==> src/rtl/imem_loader_pkg.sv <==
// Shared types and framing constants for the instruction-memory loader.
// The stream is: count lo, count hi, count*4 data bytes (LE words), XOR checksum.
package imem_loader_pkg;

  typedef enum logic [2:0] {
    ST_IDLE   = 3'd0,
    ST_LEN_LO = 3'd1,
    ST_LEN_HI = 3'd2,
    ST_DATA   = 3'd3,
    ST_CHECK  = 3'd4,
    ST_DONE   = 3'd5,
    ST_ERR    = 3'd6
  } state_t;

  localparam int            BYTES_PER_WORD = 4;
  localparam logic [15:0]   LEN_MIN        = 16'd1;
  localparam logic [7:0]    CHK_INIT       = 8'h00;

  function automatic logic [7:0] chk_update(input logic [7:0] acc, input logic [7:0] b);
    return acc ^ b;
  endfunction

  function automatic logic is_loading(input state_t s);
    return (s == ST_LEN_LO) || (s == ST_LEN_HI) || (s == ST_DATA) || (s == ST_CHECK);
  endfunction

  function automatic logic is_idle_like(input state_t s);
    return (s == ST_IDLE) || (s == ST_DONE) || (s == ST_ERR);
  endfunction

endpackage

==> src/rtl/imem_loader_word_assembler.sv <==
// Collects four bytes little-endian; word is valid combinationally with the 4th byte.
module word_assembler
  import imem_loader_pkg::*;
(
  input  logic        clk,
  input  logic        reset,
  input  logic        clear,
  input  logic        shift_en,
  input  logic [7:0]  byte_in,
  output logic [31:0] word,
  output logic        word_complete
);

  logic [23:0] shift_r;
  logic [1:0]  idx_r;

  assign word          = {byte_in, shift_r};
  assign word_complete = shift_en && (idx_r == 2'(BYTES_PER_WORD - 1));

  // Byte shift register and byte index within the current word
  always_ff @(posedge clk or posedge reset) begin
    if (reset) begin
      shift_r <= 24'h000000;
      idx_r   <= 2'd0;
    end else if (clear) begin
      shift_r <= 24'h000000;
      idx_r   <= 2'd0;
    end else if (shift_en) begin
      shift_r <= {byte_in, shift_r[23:8]};
      idx_r   <= idx_r + 2'd1;
    end
  end

endmodule

==> src/rtl/imem_loader.sv <==
// Frames a host byte stream into IMem word writes and holds the core in reset
// until a load finishes with a matching checksum.
module imem_loader
  import imem_loader_pkg::*;
#(
  parameter int ADDR_W    = 7,
  parameter int MAX_WORDS = 128
) (
  input  logic              clk,
  input  logic              reset,
  input  logic              start,
  input  logic              byte_valid,
  input  logic [7:0]        byte_data,
  output logic              byte_ready,
  output logic              we0,
  output logic [31:0]       wr_din0,
  output logic [ADDR_W-1:0] wr_addr0,
  output logic              cpu_reset,
  output logic              busy,
  output logic              done,
  output logic              error
);

  state_t            state_r, state_n;
  logic [15:0]       count_r;
  logic [15:0]       word_cnt_r;
  logic [ADDR_W-1:0] addr_r;
  logic [7:0]        chk_r;

  logic              xfer_s;
  logic              start_acc_s;
  logic              shift_en_s;
  logic              word_complete_s;
  logic [31:0]       word_s;
  logic [15:0]       len_full_s;
  logic              len_bad_s;
  logic              last_word_s;

  assign xfer_s      = byte_valid && byte_ready;
  assign start_acc_s = start && is_idle_like(state_r);
  assign shift_en_s  = xfer_s && (state_r == ST_DATA);
  assign len_full_s  = {byte_data, count_r[7:0]};
  assign len_bad_s   = (len_full_s < LEN_MIN) || (len_full_s > 16'(MAX_WORDS));
  assign last_word_s = (word_cnt_r + 16'd1) == count_r;

  word_assembler u_asm (
    .clk           (clk),
    .reset         (reset),
    .clear         (start_acc_s),
    .shift_en      (shift_en_s),
    .byte_in       (byte_data),
    .word          (word_s),
    .word_complete (word_complete_s)
  );

  // Next-state logic
  always_comb begin
    state_n = state_r;
    case (state_r)
      ST_IDLE, ST_DONE, ST_ERR: begin
        if (start) state_n = ST_LEN_LO;
        else       state_n = state_r;
      end
      ST_LEN_LO: begin
        if (xfer_s) state_n = ST_LEN_HI;
        else        state_n = state_r;
      end
      ST_LEN_HI: begin
        if (xfer_s && len_bad_s)  state_n = ST_ERR;
        else if (xfer_s)          state_n = ST_DATA;
        else                      state_n = state_r;
      end
      ST_DATA: begin
        if (word_complete_s && last_word_s) state_n = ST_CHECK;
        else                                state_n = state_r;
      end
      ST_CHECK: begin
        if (xfer_s && (byte_data == chk_r)) state_n = ST_DONE;
        else if (xfer_s)                    state_n = ST_ERR;
        else                                state_n = state_r;
      end
      default: state_n = ST_IDLE;
    endcase
  end

  // State register, counters, checksum and all registered outputs
  always_ff @(posedge clk or posedge reset) begin
    if (reset) begin
      state_r    <= ST_IDLE;
      count_r    <= 16'd0;
      word_cnt_r <= 16'd0;
      addr_r     <= '0;
      chk_r      <= CHK_INIT;
      byte_ready <= 1'b0;
      we0        <= 1'b0;
      wr_din0    <= 32'h0000_0000;
      wr_addr0   <= '0;
      cpu_reset  <= 1'b1;
      busy       <= 1'b0;
      done       <= 1'b0;
      error      <= 1'b0;
    end else begin
      state_r    <= state_n;
      byte_ready <= is_loading(state_n);
      we0        <= 1'b0;
      case (state_r)
        ST_IDLE, ST_DONE, ST_ERR: begin
          if (start) begin
            count_r    <= 16'd0;
            word_cnt_r <= 16'd0;
            addr_r     <= '0;
            chk_r      <= CHK_INIT;
            cpu_reset  <= 1'b1;
            busy       <= 1'b1;
            done       <= 1'b0;
            error      <= 1'b0;
          end
        end
        ST_LEN_LO: begin
          if (xfer_s) count_r[7:0] <= byte_data;
        end
        ST_LEN_HI: begin
          if (xfer_s) begin
            count_r[15:8] <= byte_data;
            if (len_bad_s) begin
              error <= 1'b1;
              busy  <= 1'b0;
            end
          end
        end
        ST_DATA: begin
          if (xfer_s) begin
            chk_r <= chk_update(chk_r, byte_data);
            // The limit on count keeps addr_r from wrapping within a load
            if (word_complete_s) begin
              we0        <= 1'b1;
              wr_din0    <= word_s;
              wr_addr0   <= addr_r;
              addr_r     <= addr_r + ADDR_W'(1);
              word_cnt_r <= word_cnt_r + 16'd1;
            end
          end
        end
        ST_CHECK: begin
          if (xfer_s) begin
            busy <= 1'b0;
            if (byte_data == chk_r) begin
              done      <= 1'b1;
              cpu_reset <= 1'b0;
            end else begin
              error <= 1'b1;
            end
          end
        end
        default: begin
          we0 <= 1'b0;
        end
      endcase
    end
  end

endmodule

==> config.mk <==
export PLATFORM = sky130hd
export DESIGN_NAME = imem_loader
export DESIGN_NICKNAME = d
export VERILOG_FILES = /design/src/rtl/imem_loader_pkg.sv /design/src/rtl/imem_loader_word_assembler.sv /design/src/rtl/imem_loader.sv
export SDC_FILE = /design/constraint.sdc
export NUM_CORES = 1
export LEC_CHECK = 0
export CAP_MARGIN = 40
export CORE_AREA = 2 2 142 144
export DETAILED_ROUTE_END_ITERATION = 10
export DIE_AREA = 0 0 144 146
export HOLD_SLACK_MARGIN = 0.03
export PLACE_DENSITY = 0.47
export SLEW_MARGIN = 10
export SYNTH_ARGS = -nofsm -noshare
export SYNTH_HDL_FRONTEND = slang
export SYNTH_SLANG_ARGS = --single-unit
==> constraint.sdc <==
create_clock -name clk -period 13.6 [get_ports clk]
set_clock_uncertainty 0.15 [all_clocks]
set_input_delay 3.4 -clock clk [delete_from_list [all_inputs] [get_ports clk]]
set_output_delay 3.4 -clock clk [all_outputs]
set_load 0.005 [all_outputs]
# Yosys cells after proc, flatten, opt, wreduce, memory -nomap -nowiden
# Index checks and enable logic that the tools add are counted.
[totals]
reg_bits = 121
latch_bits = 0
mem_bits_rw = 0
romBits = 0
inputBits = 12
output_inout_bits = 45
word_cells = 119
memories = 0
[classes]
n_addsub = 3
n_mul = 0
n_div = 0
n_lt_le_gt_ge = 2
eq_ne = 22
shifts = 0
mux = 46
bitwise = 1
n_reduce_logical = 29
[ops]
columns = ["operator", "n"]
rows = [
  ["$mux 16", 3],
  ["$mux 24", 2],
  ["$pmux 8 s2", 3],
  ["$pmux 16 s2", 1],
  ["$mux 8", 3],
  ["$mux 3", 7],
  ["$mux 7", 3],
  ["$ne 2x2->1 const B", 9],
  ["$add 16x1->16 const B", 1],
  ["$eq 16x16->1", 1],
  ["$gt 16x8->1 const B", 1],
  ["$lt 16x1->1 const B", 1],
  ["$mux 1", 16],
  ["$pmux 3 s5", 1],
  ["$pmux 7 s2", 1],
  ["$eq 3x2->1 const B", 4],
  ["$eq 3x3->1 const B", 4],
  ["$reduce_and 3->1", 4],
  ["$reduce_bool 2->1", 5],
  ["$eq 8x8->1", 1],
  ["$reduce_and 4->1", 2],
  ["$xor 8x8->8", 1],
  ["$add 7x1->7 const B", 1],
  ["$logic_and 1x1->1", 7],
  ["12 further kinds", 21],
]

# Logic depth before layout (Yosys ltp)
[logic_depth]
ltp_word = 10
depth_mapped = 9
mapped_depth_nobuf = 8

# Hierarchy
# From an unflattened synthesis, not the netlist that was laid out.
[unflattened]
hier_cells = 657
hier_area_um2 = 5934.4
[by_module_without_submodules]
columns = ["module", "n_inst", "cells_each", "area_per_inst_um2"]
rows = [
  ["imem_loader", 1, 562, 4775.8],
  ["word_assembler", 1, 95, 1158.6],
]

# Least setup slack after synthesis
# OpenSTA, ideal clock, no wires.
[synth_path]
path_type = "input to register"
start = "input byte_valid"
end = "register word_cnt_r[11]"
setup_time_ns = 0.083
arrival_time_ns = 4.600
required_time_ns = 13.367
setup_slack_ns = 8.768
path_stages = 7
path_buffers = 2
path_cell_list = "and2_1 > nand4_1 > inv_1 > clkbuf_1 > buf_2 > nand3_1 > o21ai_0"
[synth_between]
elab_chain_len = 5
elab_cells_between_ends = 6
classes_between = "2 x eq/ne; 4 x reduce/logical"
[synth_rtl]
columns = ["element", "line", "source"]
rows = [
  ["start: declaration", "imem_loader.sv:12", "input logic byte_valid,"],
  ["$logic_and 1x1->1 *", "imem_loader.sv:39", "assign xfer_s = byte_valid && byte_ready;"],
  ["$logic_and 1x1->1", "imem_loader.sv:41", "assign shift_en_s = xfer_s && (state_r == ST_DATA);"],
  ["$logic_and 1x1->1", "imem_loader_word_assembler.sv:18", "assign word_complete = shift_en && (idx_r == 2'(BYTES_PER_WORD - 1));"],
  ["$ne 2x2->1 (no line)", "--", ""],
  ["$reduce_and 4->1 (no line) *", "--", ""],
  ["end signal: assignment", "imem_loader.sv:140", "word_cnt_r <= word_cnt_r + 16'd1;"],
  ["end: declaration", "imem_loader.sv:26", "logic [15:0] word_cnt_r;"],
]
# Every way passes the cells marked *; elsewhere a longest branch is shown, timed or not.
# A chain may end at the register's enable or synchronous reset.

# Worst setup path after layout
[layout_path]
start = "input byte_valid"
end = "register word_cnt_r[15]"
# Same word-level chain as after synthesis.

==> key figures <==
Run status
  • Run status: completed

Setup path
  • Family with the most delay on the worst path: buffers and inverters
  • Reg-to-reg startpoint: state_r[2]
  • Cell Chain, Critical Path: clkdlybuf4s50_1 > and2_1 > nand4_1 > buf_4 > inv_1 > buf_4 > nor2_1 > o21ai_0 > o21ai_0
  • Cell count of the worst reg-to-reg path: 8
  • End of the worst register-to-register path: word_cnt_r[15]
  • Delay contributed by the slowest stage of the critical path: approximately 0.6 ns
  • Worst-case register-to-register setup slack: about 10 ns
  • Highest net fanout along the worst path: 62
  • Data required time at the worst endpoint: ~14 ns
  • Crit path capture type: flop
  • Logic depth of the worst setup path including buffers: 9
  • Critical path data arrival time: roughly 6.6 ns
  • Worst setup path class: in -> reg
  • Crit-path slowest cell: sky130_fd_sc_hd__nor2_1
  • Number of buffers and inverters on the critical path: 4
  • Setup crit start kind: primary input

Synth
  • Cell taking the most area after synthesis: sky130_fd_sc_hd__dfrtp_1
  • Number of instances in the synthesized netlist: around 680
  • Cell with the most instances after synthesis: sky130_fd_sc_hd__nand2_1
  • Post-synthesis sequential area ratio: 52.5%
  • Area share of the largest cell type after synthesis: 52.1%
  • Number of enable flip-flop cells after synthesis: 0
  • Synth Area per Inst: roughly 8.5 sq um
  • Post-synth design cell area: 0.00577 sq mm
  • Flip-flop and latch count after synthesis: between 100 and 150
  • Count of distinct cell types in the synthesized netlist: 47
  • Synth top cells by count: sky130_fd_sc_hd__nand2_1 (242), sky130_fd_sc_hd__dfrtp_1 (120), sky130_fd_sc_hd__o21ai_0 (49)
  • Yosys warning total: 0
  • Cell types occupying the most area after synthesis: sky130_fd_sc_hd__dfrtp_1 (52%), sky130_fd_sc_hd__nand2_1 (16%), sky130_fd_sc_hd__o21ai_0 (4.3%), sky130_fd_sc_hd__a21oi_1 (4.1%), sky130_fd_sc_hd__nor2b_1 (2.4%)
  • Most frequently used flop master after synthesis: sky130_fd_sc_hd__dfrtp_1
  • Async S/R FF share, synth: between 90% and 100%
  • Synthesized netlist net count: approximately 700

Routing
  • Drc violations: 0
  • Ratio of routed vias to standard cells: slightly below 5
  • Vias after detailed routing: around 4,800
  • First-pass iteration count of the detailed router: 5
  • Routed length per placed instance: between 15 and 20 microns
  • ANT nets after route: 0
  • Number of DRC violations after detailed-routing iteration 0: between 300 and 400
  • Wire length after detailed routing: roughly 15,000 microns

Clocking
  • Number of levels in the clock H-tree: 4
  • Register clock-pin slew on the reported worst setup and hold paths: around 0.06 ns
  • Buffers inserted by post-CTS timing repair: 0
  • CTS root buf: sky130_fd_sc_hd__clkbuf_16
  • Insertion delay of the later-clocked pin in the worst-skew pair: roughly 0.42 ns
  • # clock sinks: 121
  • TritonCTS clock tree: built
  • Hold buffer count at CTS: 0
  • Max Buffers Root-to-Sink: 2
  • Num CTS Buffers: 17
  • Number of instances resized during post-cts repair: 0

Timing
  • Setup-violating endpoint count in the final report: 0
  • Transition at the pin with the smallest max-transition slack: between 0.7 and 0.8 ns
  • Fmax: about 0.15 GHz
  • Aggregate negative setup slack: 0 ns
  • Period minus WS final: 6.45 ns
  • Period Utilization, post-route: a little under half
  • Rel. slew slack: around half
  • Setup repair after global routing missed its margin: no
  • Number of hold-slack violations in the final timing report: 0
  • Number of pins with negative max-slew slack in the final report: 0

Power
  • Largest vdd supply drop: between 0.08 and 0.09 mV
  • Pwr Density: roughly 170 mW/mm^2
  • Leakage power total: 0.00328 uW

GRT
  • Number of antenna violations at the first check in global routing: 0
  • Number of global-route vias before repair: between 4,000 and 5,000
  • Wire length of the first global-routing pass: approximately 26,000 microns
  • Total routing resource utilization after global routing: between 10% and 20%
  • Total overflow reported by the global router: 0
  • Largest net degree at the start of global routing: 64

Layout
  • Finished Core Util: between 30% and 40%
  • Share of post-route cells with drive strength above 1: just under 7%
  • Number of filler instances in the final layout: between 1,500 and 2,000
  • Area grow syn2layout: 25.1%
  • Number of nets in the layout: roughly 750
  • Antenna diode count: 0

Worst hold path
  • Worst hold path startpoint: u_asm.shift_r[5]
  • Hold EP: wr_din0[5]
  • Cell count of the worst hold path: 2
  • Classification of the worst-slack hold path: reg -> reg

Floorplanning
  • Initial core utilization: between 20% and 30%
  • Width of the die: around 140 microns
  • Height of the die: between 100 and 150 microns
  • Core region area: approximately 0.019 sq mm
  • Number of top-level pins: between 50 and 60
  • Die Footprint: roughly 0.021 sq mm
  • Row count: 51

Place
  • Post-detail-place hpwl: 10,100 microns
  • GP Congestion: 0.801
  • Number of port buffers: 56

Job
  • Number of max-cap violations: 0
## flip-flops by register name (all words and copies together) (netlist names), 2 cells and up
register	flops
addr_r	7
chk_r	8
count_r	16
state_r	3
u_asm.idx_r	2
u_asm.shift_r	24
word_cnt_r	16
wr_addr0	7
wr_din0	32
## placed cells by master, fill, tap and decap left out, types with 2 or more instances in the layout
| cell | synthesis | routed |
|---|---|---|
| sky130_fd_sc_hd__nor2b_1 | 22 | 22 |
| sky130_fd_sc_hd__o311a_1 | 2 | 2 |
| sky130_fd_sc_hd__inv_1 | 9 | 8 |
| sky130_fd_sc_hd__o21ai_0 | 49 | 49 |
| sky130_fd_sc_hd__or2_2 | 3 | 3 |
| sky130_fd_sc_hd__a31oi_1 | 3 | 3 |
| sky130_fd_sc_hd__clkdlybuf4s50_1 | 0 | 56 |
| sky130_fd_sc_hd__nand2_1 | 242 | 242 |
| sky130_fd_sc_hd__clkinv_4 | 0 | 3 |
| sky130_fd_sc_hd__buf_4 | 0 | 7 |
| sky130_fd_sc_hd__a21o_1 | 2 | 2 |
| sky130_fd_sc_hd__o221ai_1 | 2 | 2 |
| sky130_fd_sc_hd__nand4_1 | 8 | 8 |
| sky130_fd_sc_hd__nor3_1 | 8 | 8 |
| sky130_fd_sc_hd__or3_1 | 2 | 2 |
| sky130_fd_sc_hd__dfrtp_1 | 120 | 120 |
| sky130_fd_sc_hd__xor2_1 | 13 | 13 |
| sky130_fd_sc_hd__nor2_1 | 31 | 31 |
| sky130_fd_sc_hd__nor4_1 | 10 | 10 |
| sky130_fd_sc_hd__o31ai_1 | 4 | 4 |
| sky130_fd_sc_hd__nor4b_1 | 2 | 2 |
| sky130_fd_sc_hd__xnor2_1 | 14 | 14 |
| sky130_fd_sc_hd__o21a_1 | 2 | 2 |
| sky130_fd_sc_hd__nand2b_1 | 4 | 4 |
| sky130_fd_sc_hd__and3_1 | 2 | 2 |
| sky130_fd_sc_hd__a21oi_1 | 47 | 46 |
| sky130_fd_sc_hd__bufinv_16 | 0 | 2 |
| sky130_fd_sc_hd__clkinv_2 | 0 | 3 |
| sky130_fd_sc_hd__a221oi_1 | 2 | 2 |
| sky130_fd_sc_hd__clkbuf_16 | 0 | 17 |
| sky130_fd_sc_hd__clkinvlp_4 | 0 | 2 |
| sky130_fd_sc_hd__nand3_1 | 22 | 22 |
| sky130_fd_sc_hd__o211ai_1 | 2 | 2 |
| sky130_fd_sc_hd__inv_6 | 0 | 2 |
| sky130_fd_sc_hd__ha_1 | 3 | 3 |
## how the worst max path moves through the flow
stage	start	end
after floorplan	reset	addr_r[0]
after global placement	byte_valid	word_cnt_r[7]
after detailed placement	byte_valid	word_cnt_r[15]
after CTS	byte_valid	word_cnt_r[15]
after global routing	byte_valid	word_cnt_r[7]
final	byte_valid	word_cnt_r[15]
## where the power goes
part | leakage (uW) | internal, uW | switching [uW]
Clock | 0.000286 | 276 | 175
Sequential | 0.00155 | 435 | 54.0
Combinational | 0.00144 | 140 | 126
## tightest hold or removal path, stage by stage, from the launching register on
cell,delay (ns)
sky130_fd_sc_hd__dfrtp_1,0.34
sky130_fd_sc_hd__nand2_1,0.06
sky130_fd_sc_hd__nand2_1,0.05
## cell families (layout without fill, tap and decap cells)
| group | Yosys count | after routing | share of synthesized area, % |
|---|---|---|---|
| simple gates | 365 | 365 | 27.8 |
| fa+ha+maj | 3 | 3 | 0.651 |
| buf+inv | 44 | 106 | 2.95 |
| xor+xnor | 27 | 27 | 4.10 |
| compound gates | 122 | 122 | 11.9 |
| flops | 121 | 121 | 52.5 |
## metrics by stage
step | std cells | area (sq um) | power [uW] | hold WS (ns) | setup slack (ns)
final | 1009 | 7210 | 1210 | 0.318 | 7.15
after global routing | 1009 | 7210 | 1280 | 0.348 | 6.79
after CTS | 1009 | 7210 | 1220 | 0.327 | 7.16
after detailed placement | 977 | 6620 | 767 | 0.314 | 6.74
after global placement | 974 | 6570 | 761 | 0.311 | 6.82
after floorplan | 682 | 5770 | 615 | 0.289 | 6.84
## area by class of cell
| type | instances | area [sq um] | share of cell area (%) |
|---|---|---|---|
| repair buffers | 65 | 656 | 9.09 |
| inverters | 9 | 36.3 | 0.503 |
| clock inverters | 13 | 145 | 2.01 |
| well taps | 265 | 332 | 4.60 |
| multi-input cells | 517 | 2570 | 35.6 |
| clock buffers | 19 | 443 | 6.14 |
| flip-flops and latches | 121 | 3030 | 42.0 |
## routing by layer
metal  global-route usage [%]  vias up  wire (microns)  share of wire [%]
met5                        0        -               0                  0
li1                         -     2368               -                  -
met2                     25.3       97            7420                 48
met1                     21.4     2371            7280                 47
met3                     3.52       12             542                3.5
met4                     4.80        0             181                1.2
Power figures use the tool's default switching activity.
